`src/rtl/ether_fcs_append.sv`:
```
// ether_fcs_append
// ----------------
// Nibble-wide (MII-style) Ethernet transmit stage placed after ethernet_tx.
// Forwards preamble/SFD/header/payload unchanged with one cycle of latency,
// zero-pads short frames up to MIN_NIBBLES post-SFD nibbles, appends the
// 8-nibble FCS (CRC32, reflected) and then holds the line idle for
// IFG_CYCLES cycles before accepting the next frame.
//
// Ports:
//   clk    in   1  system clock, rising edge
//   rst    in   1  asynchronous, active-high reset
//   axiid  in   4  input nibble, low nibble of each byte first
//   axiiv  in   1  axiid valid; one contiguous high run is one frame
//   axiir  out  1  ready; high only in IDLE, PREAMBLE and DATA
//   axiod  out  4  output nibble (registered)
//   axiov  out  1  axiod valid (registered)
//   err    out  1  one-cycle pulse: axiiv was high while axiir was low
module ether_fcs_append #(
    parameter int PREAMBLE_NIBBLES = 16,
    parameter int MIN_NIBBLES      = 120,
    parameter int IFG_CYCLES       = 24
) (
    input  logic       clk,
    input  logic       rst,
    input  logic [3:0] axiid,
    input  logic       axiiv,
    output logic       axiir,
    output logic [3:0] axiod,
    output logic       axiov,
    output logic       err
);

    localparam int PW = (PREAMBLE_NIBBLES > 1) ? $clog2(PREAMBLE_NIBBLES + 1) : 1;
    localparam int DW = (MIN_NIBBLES > 0)      ? $clog2(MIN_NIBBLES + 1)      : 1;
    localparam int IW = (IFG_CYCLES > 1)       ? $clog2(IFG_CYCLES + 1)       : 1;

    localparam logic [PW-1:0] PRE_LAST = PW'(PREAMBLE_NIBBLES - 1);
    localparam logic [DW-1:0] MIN_CNT  = DW'(MIN_NIBBLES);
    localparam logic [IW-1:0] IFG_LAST = IW'(IFG_CYCLES - 1);

    typedef enum logic [2:0] {
        S_IDLE,
        S_PREAMBLE,
        S_DATA,
        S_PAD,
        S_FCS,
        S_IFG
    } state_t;

    state_t          r_state;
    logic [31:0]     r_crc;
    logic [PW-1:0]   r_pre_cnt;
    logic [DW-1:0]   r_data_cnt;
    logic [2:0]      r_fcs_idx;
    logic [IW-1:0]   r_ifg_cnt;
    logic [3:0]      r_axiod;
    logic            r_axiov;
    logic            r_axiir;
    logic            r_err;

    // Four serial steps of the reflected CRC32, nibble bit 0 first.
    function automatic logic [31:0] crc32_nibble(input logic [31:0] crc, input logic [3:0] d);
        logic [31:0] c;
        c = crc;
        for (int i = 0; i < 4; i++) begin
            if (c[0] ^ d[i]) c = (c >> 1) ^ 32'hEDB88320;
            else             c = c >> 1;
        end
        return c;
    endfunction

    logic [31:0]   w_crc_data;
    logic [31:0]   w_crc_pad;
    logic [31:0]   w_crc_inv;
    logic [3:0]    w_fcs_nib;
    logic [DW-1:0] w_data_inc;
    logic          w_data_end;
    logic          w_do_pad;
    logic          w_do_fcs;

    assign w_crc_data = crc32_nibble(r_crc, axiid);
    assign w_crc_pad  = crc32_nibble(r_crc, 4'h0);
    assign w_crc_inv  = ~r_crc;
    assign w_fcs_nib  = w_crc_inv[{r_fcs_idx, 2'b00} +: 4];
    assign w_data_inc = r_data_cnt + DW'(1);

    // The cycle in which axiiv falls in DATA already emits the first pad or
    // FCS nibble, so the output stays contiguous with the last data nibble.
    assign w_data_end = (r_state == S_DATA) && !axiiv;
    assign w_do_pad   = (r_state == S_PAD) || (w_data_end && (r_data_cnt != MIN_CNT));
    assign w_do_fcs   = (r_state == S_FCS) || (w_data_end && (r_data_cnt == MIN_CNT));

    always_ff @(posedge clk or posedge rst) begin
        if (rst) begin
            r_state    <= S_IDLE;
            r_crc      <= 32'hFFFF_FFFF;
            r_pre_cnt  <= '0;
            r_data_cnt <= '0;
            r_fcs_idx  <= '0;
            r_ifg_cnt  <= '0;
            r_axiod    <= 4'h0;
            r_axiov    <= 1'b0;
            r_axiir    <= 1'b1;
            r_err      <= 1'b0;
        end else begin
            // NOTE: non-blocking assignments only; the defaults below are
            // overridden by later assignments in this block, so the last
            // assignment in program order wins for that clock edge.
            r_err   <= axiiv && !r_axiir;
            r_axiov <= 1'b0;
            r_axiod <= 4'h0;

            case (r_state)
                S_IDLE: begin
                    if (axiiv) begin
                        r_axiov    <= 1'b1;
                        r_axiod    <= axiid;
                        r_pre_cnt  <= PW'(1);
                        r_data_cnt <= '0;
                        r_fcs_idx  <= '0;
                        r_crc      <= 32'hFFFF_FFFF;
                        r_state    <= (PREAMBLE_NIBBLES > 1) ? S_PREAMBLE : S_DATA;
                    end
                end

                S_PREAMBLE: begin
                    if (axiiv) begin
                        r_axiov   <= 1'b1;
                        r_axiod   <= axiid;
                        r_pre_cnt <= r_pre_cnt + PW'(1);
                        if (r_pre_cnt == PRE_LAST) r_state <= S_DATA;
                    end else begin
                        // Aborted preamble: this idle cycle is the first of the gap.
                        r_ifg_cnt <= IW'(1);
                        r_state   <= (IFG_CYCLES > 1) ? S_IFG : S_IDLE;
                        r_axiir   <= !(IFG_CYCLES > 1);
                    end
                end

                S_DATA: begin
                    if (axiiv) begin
                        r_axiov <= 1'b1;
                        r_axiod <= axiid;
                        r_crc   <= w_crc_data;
                        if (r_data_cnt != MIN_CNT) r_data_cnt <= w_data_inc;
                    end else begin
                        r_axiir <= 1'b0;
                    end
                end

                S_IFG: begin
                    if (r_ifg_cnt == IFG_LAST) begin
                        r_state <= S_IDLE;
                        r_axiir <= 1'b1;
                    end else begin
                        r_ifg_cnt <= r_ifg_cnt + IW'(1);
                    end
                end

                default: ;
            endcase

            if (w_do_pad) begin
                r_axiov    <= 1'b1;
                r_axiod    <= 4'h0;
                r_crc      <= w_crc_pad;
                r_data_cnt <= w_data_inc;
                r_state    <= (w_data_inc == MIN_CNT) ? S_FCS : S_PAD;
            end

            if (w_do_fcs) begin
                r_axiov   <= 1'b1;
                r_axiod   <= w_fcs_nib;
                r_fcs_idx <= r_fcs_idx + 3'd1;
                if (r_fcs_idx == 3'd7) begin
                    r_ifg_cnt <= '0;
                    r_state   <= S_IFG;
                end else begin
                    r_state   <= S_FCS;
                end
            end
        end
    end

    assign axiod = r_axiod;
    assign axiov = r_axiov;
    assign axiir = r_axiir;
    assign err   = r_err;

endmodule

```
`config.mk`:
```
export PLATFORM = sky130hd
export DESIGN_NAME = ether_fcs_append
export DESIGN_NICKNAME = d
export VERILOG_FILES = /design/src/rtl/ether_fcs_append.sv
export SDC_FILE = /design/constraint.sdc
export NUM_CORES = 1
export LEC_CHECK = 0
export CAP_MARGIN = 10
export CORE_UTILIZATION = 60
export CTS_BUF_LIST = sky130_fd_sc_hd__clkbuf_2
export CTS_CLUSTER_SIZE = 20
export DETAILED_ROUTE_END_ITERATION = 8
export PLACE_DENSITY_LB_ADDON = 0.2
export RECOVER_POWER = 100
export SETUP_SLACK_MARGIN = 0.05
export SLEW_MARGIN = 5
export SYNTH_ARGS = -nofsm -noshare
export SYNTH_HDL_FRONTEND = slang
export SYNTH_SLANG_ARGS = --single-unit
```
`constraint.sdc`:
```
create_clock -name clk -period 7.01 [get_ports clk]
set_clock_uncertainty 0.2 [all_clocks]
set_input_delay 1.402 -clock clk [delete_from_list [all_inputs] [get_ports clk]]
set_output_delay 1.402 -clock clk [all_outputs]
set_load 0.005 [all_outputs]
```
Yosys cells after proc, flatten, opt, wreduce, memory -nomap -nowiden --
Index checks and enable logic that the tools add are counted.
Operators by class: add/sub/neg operators 4, shift operators 1, muxes and demuxes 48, reductions and logical operators 23, equal/unequal tests 21, bitwise operators 12
Operators by type and width (number):
- 32-bit two-way mux | 11
- 13-bit NOT with 14-bit output | 7
- 32-bit case mux with 2 select lines | 1
- 32-bit NOT | 1
- 32-bit by 6-bit indexed part select with 4-bit output | 1
- 3-bit two-way mux | 10
- 5-bit two-way mux | 6
- 7-bit two-way mux | 4
- 5-bit case mux with 2 select lines | 2
- 4-bit two-way mux | 4
- 7-bit equality test (second input constant) | 2
- 7-bit case mux with 2 select lines | 1
- 5-bit by 1-bit adder with 5-bit output (second input constant) | 2
- 3-bit equality test (second input constant) | 3
- 3-bit case mux with 3 select lines | 1
- 3-bit AND reduction | 3
- 2-bit != test (second input constant) | 4
- 4-bit != test (second input constant) | 2
- 4-bit AND reduction | 2
- 2-bit nonzero test | 4
- 7-bit by 1-bit adder with 7-bit output (second input constant) | 1
- 1-bit two-way mux | 7
- 7-bit != test (second input constant) | 1
- 3-bit by 2-bit equality test with 1-bit output (second input constant) | 2
- other kinds (18) | 27
Word-level totals: bits in registers 62, word-level logic and storage cells 119

Depth between registers and ports, before layout --
depth after elaboration 11, mapped depth 9, mapped depth without buffers 7

Worst setup path after synthesis --
No wires, ideal clock.
path kind in2reg, from in axiid[2], to reg r_crc[19], library setup time 89 ps, arrival time 2740 ps, slack 3981 ps, buffers on the path 1, stages 6, data required time 6721 ps, path through buf_4 > xnor2_4 > xnor2_1 > and4b_1 > or4_1 > o32ai_2
On the way: longest elaborated chain between the ends 7
RTL lines:
- from (decl) | RTL line 25 | input logic [3:0] axiid,
- 1-bit XOR * | RTL line 66 | if (c[0] ^ d[i]) c = (c >> 1) ^ 32'hEDB88320;
- 32-bit two-way mux * | RTL line 66
- 13-bit NOT with 14-bit output (no line)
- 32-bit two-way mux * | RTL line 66
- 32-bit two-way mux * | RTL line 141 | if (axiiv) begin
- 32-bit case mux with 2 select lines * | RTL line 113 | case (r_state)
- 32-bit two-way mux * | RTL line 163 | if (w_do_pad) begin
- to (signal assigned) | RTL line 144 | r_crc <= w_crc_data;
- to (signal assigned) | RTL line 166 | r_crc <= w_crc_pad;
- to (decl) | RTL line 51 | logic [31:0] r_crc;
Every way passes the cells marked *; elsewhere a longest branch is shown, timed or not. The select of a mux whose other input is x is not followed. A chain may end at the register's enable or synchronous reset.

==> run summary <==
Critical path's slowest cell: clkbuf_1
Core Rows: 29
Seq/Total Area, Yosys: 0.387
Top cell type's share of synthesized area: 0.211
Post-synth EDFFs: 0
Post-Layout Cell Count: 500
Drt pass-1 iters: 6
RSZ-0062 raised after global routing: false
Die area: 7190 µm²
Critical path launch point type: input pin
CP required: 6.74 ns
DRC: 2
First-pass GRT wire length: 15000 µm
Boundary Pins: 14
Clock Tree Buf Depth: 2
Antenna Violating Nets Remaining: 0
PwrDens: 520 nW/µm²
Post-cts resize count: 0
Main flop type after synthesis: dfstp_2
LEAKAGE: 0.00165 µW
Setup-failing EPs final: 0
Post-DR vias/cell: 6.18
WP data arrival: 4.31 ns
Largest net degree at the start of global routing: 63
Placed insts: 484
CTS buffer count: 9
Syn_nets: 435
Synth top area cells: dfstp_2 (21%), dfrtp_1 (18%), xnor2_1 (11%), a21oi_1 (5.2%), mux4_2 (4.4%)
Syn avg cell area: 9.77 µm²
CP Cell Sequence: dlygate4sd3_1 > clkinv_1 > clkbuf_1
Die X: 84.8 µm
Routed WL: 8690 µm
Cell family with most CP delay: buffers and inverters
Clock Sinks: 62
CTS tree: yes
Initial antenna violation count: 0
Clock Tree Root: clkbuf_2
Slowest stage delay, CP: 2.29 ns
Synth Register Bits: 62
Antenna cells: 0
Setup tns final: 0 ns
Final hold violation count: 0
Post-CTS Setup Inserts: 0
Hold/Removal Path Class: reg -> reg
Final period util: 0.654
GPL Wtd Cong: 0.870
H-tree depth: 3
Worst vdd ir: 0.000267 V
Fmax achieved: 0.218 GHz
Max Slew Vio Count: 100
Mapped Area: 4110 µm²
Total GRT Usage: 0.271
Hpwl dp: 5910 µm
Syn. warnings: 0
WL/cell: 17.4 µm
Worst-Skew Late Latency: 0.52 ns
WP buf/inv: 3
Fin util: 0.662
Gate Count Post-Synth: 421
Crit-path max FO: 62
Yosys cell types: 62
MaxCap Viol Count: 2
Core ar.: 6490 µm²
DR vias: 3088
Final min period: 4.58 ns
Clock input transition at the sequential cells of the worst setup and hold paths: 0.17 ns
Worst Tran Pin Value: 3.27 ns
PortBufs: 13
P&R area growth vs syn: 4.56%
Share of cells above drive strength 1: 0.165
Run status: complete, but fails checks
Crit path kind: in -> async
Largest area contributor in the netlist: dfstp_2
Ys async rst share: 1.00
Failing checks: DRC, capacitance limit, slew limit
Height of the chip: 84.8 µm
Hold buffers post-CTS: 0
PnR worst setup slack: 2.43 ns
Fin nets: 432
Rel. slew slack: -1.18
Iter 0 DRT Violations: 203
Initial Util: 0.633
CP endpoint kind: asynchronous set/reset pin
Vias in the first global route: 2982
Dpl ws: 2.96 ns
Global route overflow: 0
state kept, by name, indices dropped and copies added, names as in the netlist:
| name | flops |
|---|---|
| err | 1 |
| axiod | 4 |
| axiov | 1 |
| r_fcs_idx | 3 |
| r_ifg_cnt | 5 |
| r_crc | 32 |
| axiir | 1 |
| r_pre_cnt | 5 |
| r_data_cnt | 7 |
| r_state | 3 |
worst paths after layout:
| kind | startpoint | end | slack, ns | cells past startpoint |
|---|---|---|---|---|
| hold / removal | r_pre_cnt[4] | r_pre_cnt[4] | 0.30 | 2 |
| min in group asynchronous | rst | r_data_cnt[3] | 2.36 | 3 |
| setup reg to reg | r_state[1] | r_ifg_cnt[0] | 3.82 | 5 |
| hold reg to reg | r_pre_cnt[4] | r_pre_cnt[4] | 0.30 | 2 |
| setup / recovery | rst | r_ifg_cnt[0] | 2.43 | 3 |
| max in group clk | axiiv | r_crc[24] | 3.01 | 6 |
through the flow:
stage          total power [µW]  cell area (µm²)  hold slack, ns
3_5_place_dp               2010             4200           0.267
6_report                   2240             4300           0.300
5_1_grt                    2420             4300           0.324
4_1_cts                    2260             4330           0.303
3_3_place_gp               1970             4200           0.260
2_1_floorplan              1770             4110           0.249
cell type report:
class	instances	area [µm²]
flip-flops and latches	62	1590
multi-input cells	322	2310
clock buffers	10	50.0
inverters	7	26.3
well taps	77	96.3
fillers	531	2190
clock inverters	6	76.3
repair buffers	16	145
cell usage after synthesis (2+ instances only):
cell type	count
xnor2_1	50
nor2_1	47
a21oi_1	43
dfstp_2	33
dfrtp_1	29
nand2_1	26
o21ai_0	19
xor2_1	19
clkbuf_1	14
nand3_1	9
mux4_2	8
o22ai_1	8
ha_1	7
inv_1	7
nor2b_1	7
a22o_1	6
buf_4	6
nand2b_1	6
nor3_1	6
mux2_2	5
o31ai_1	5
buf_2	4
mux2i_1	4
and3_1	3
buf_6	3
xnor2_4	3
a31oi_1	2
and2_1	2
buf_1	2
nand3b_1	2
nand4_1	2
nand4b_1	2
nor3b_1	2
or4_1	2
layout by cell type, fill, tap and decap left out, types with 6 or more instances in the layout:
cell,instances
xor2_1,19
nor2b_1,7
a21oi_1,44
o22ai_1,8
nor2_1,47
a22o_1,6
clkbuf_2,10
dfrtp_1,29
nand2_1,26
nor3_1,6
inv_1,6
xnor2_1,50
dlygate4sd3_1,8
nand3_1,9
dfstp_2,32
ha_1,7
nand2b_1,6
mux4_2,8
o21ai_0,19
where the power goes:
group          switching, µW  internal, µW  leakage (µW)  total, µW
sequential               229           567      0.000719        796
clock                    130           116     0.0000784        246
combinational            606           588      0.000852       1190
total                    965          1270       0.00165       2240
worst min-delay path, stage by stage (launching register included):
cell and delay [ns]:
dfrtp_1 0.38, nand2_1 0.05, o31ai_1 0.05
per-layer routing:
layer  vias up  wire, µm  GRT usage
met3        13       398     0.0669
li1       1464         -          -
met4         0       134     0.0847
met5         -         0          0
met1      1543      4060      0.384
met2        68      4100      0.412
cells by family (layout without fill, tap and decap cells):
logic type               after synthesis  after routing  synth area share
flip-flops                            62             62             0.387
buffers and inverters                 37             39            0.0462
multiplexers                          18             18            0.0709
adder cells (fa/ha/maj)                7              7            0.0213
AND/OR/NAND/NOR                      123            123             0.146
AO/OA/AOI/OAI                        101            101             0.157
XOR/XNOR                              73             73             0.171
(Power assumes the default switching activity.)
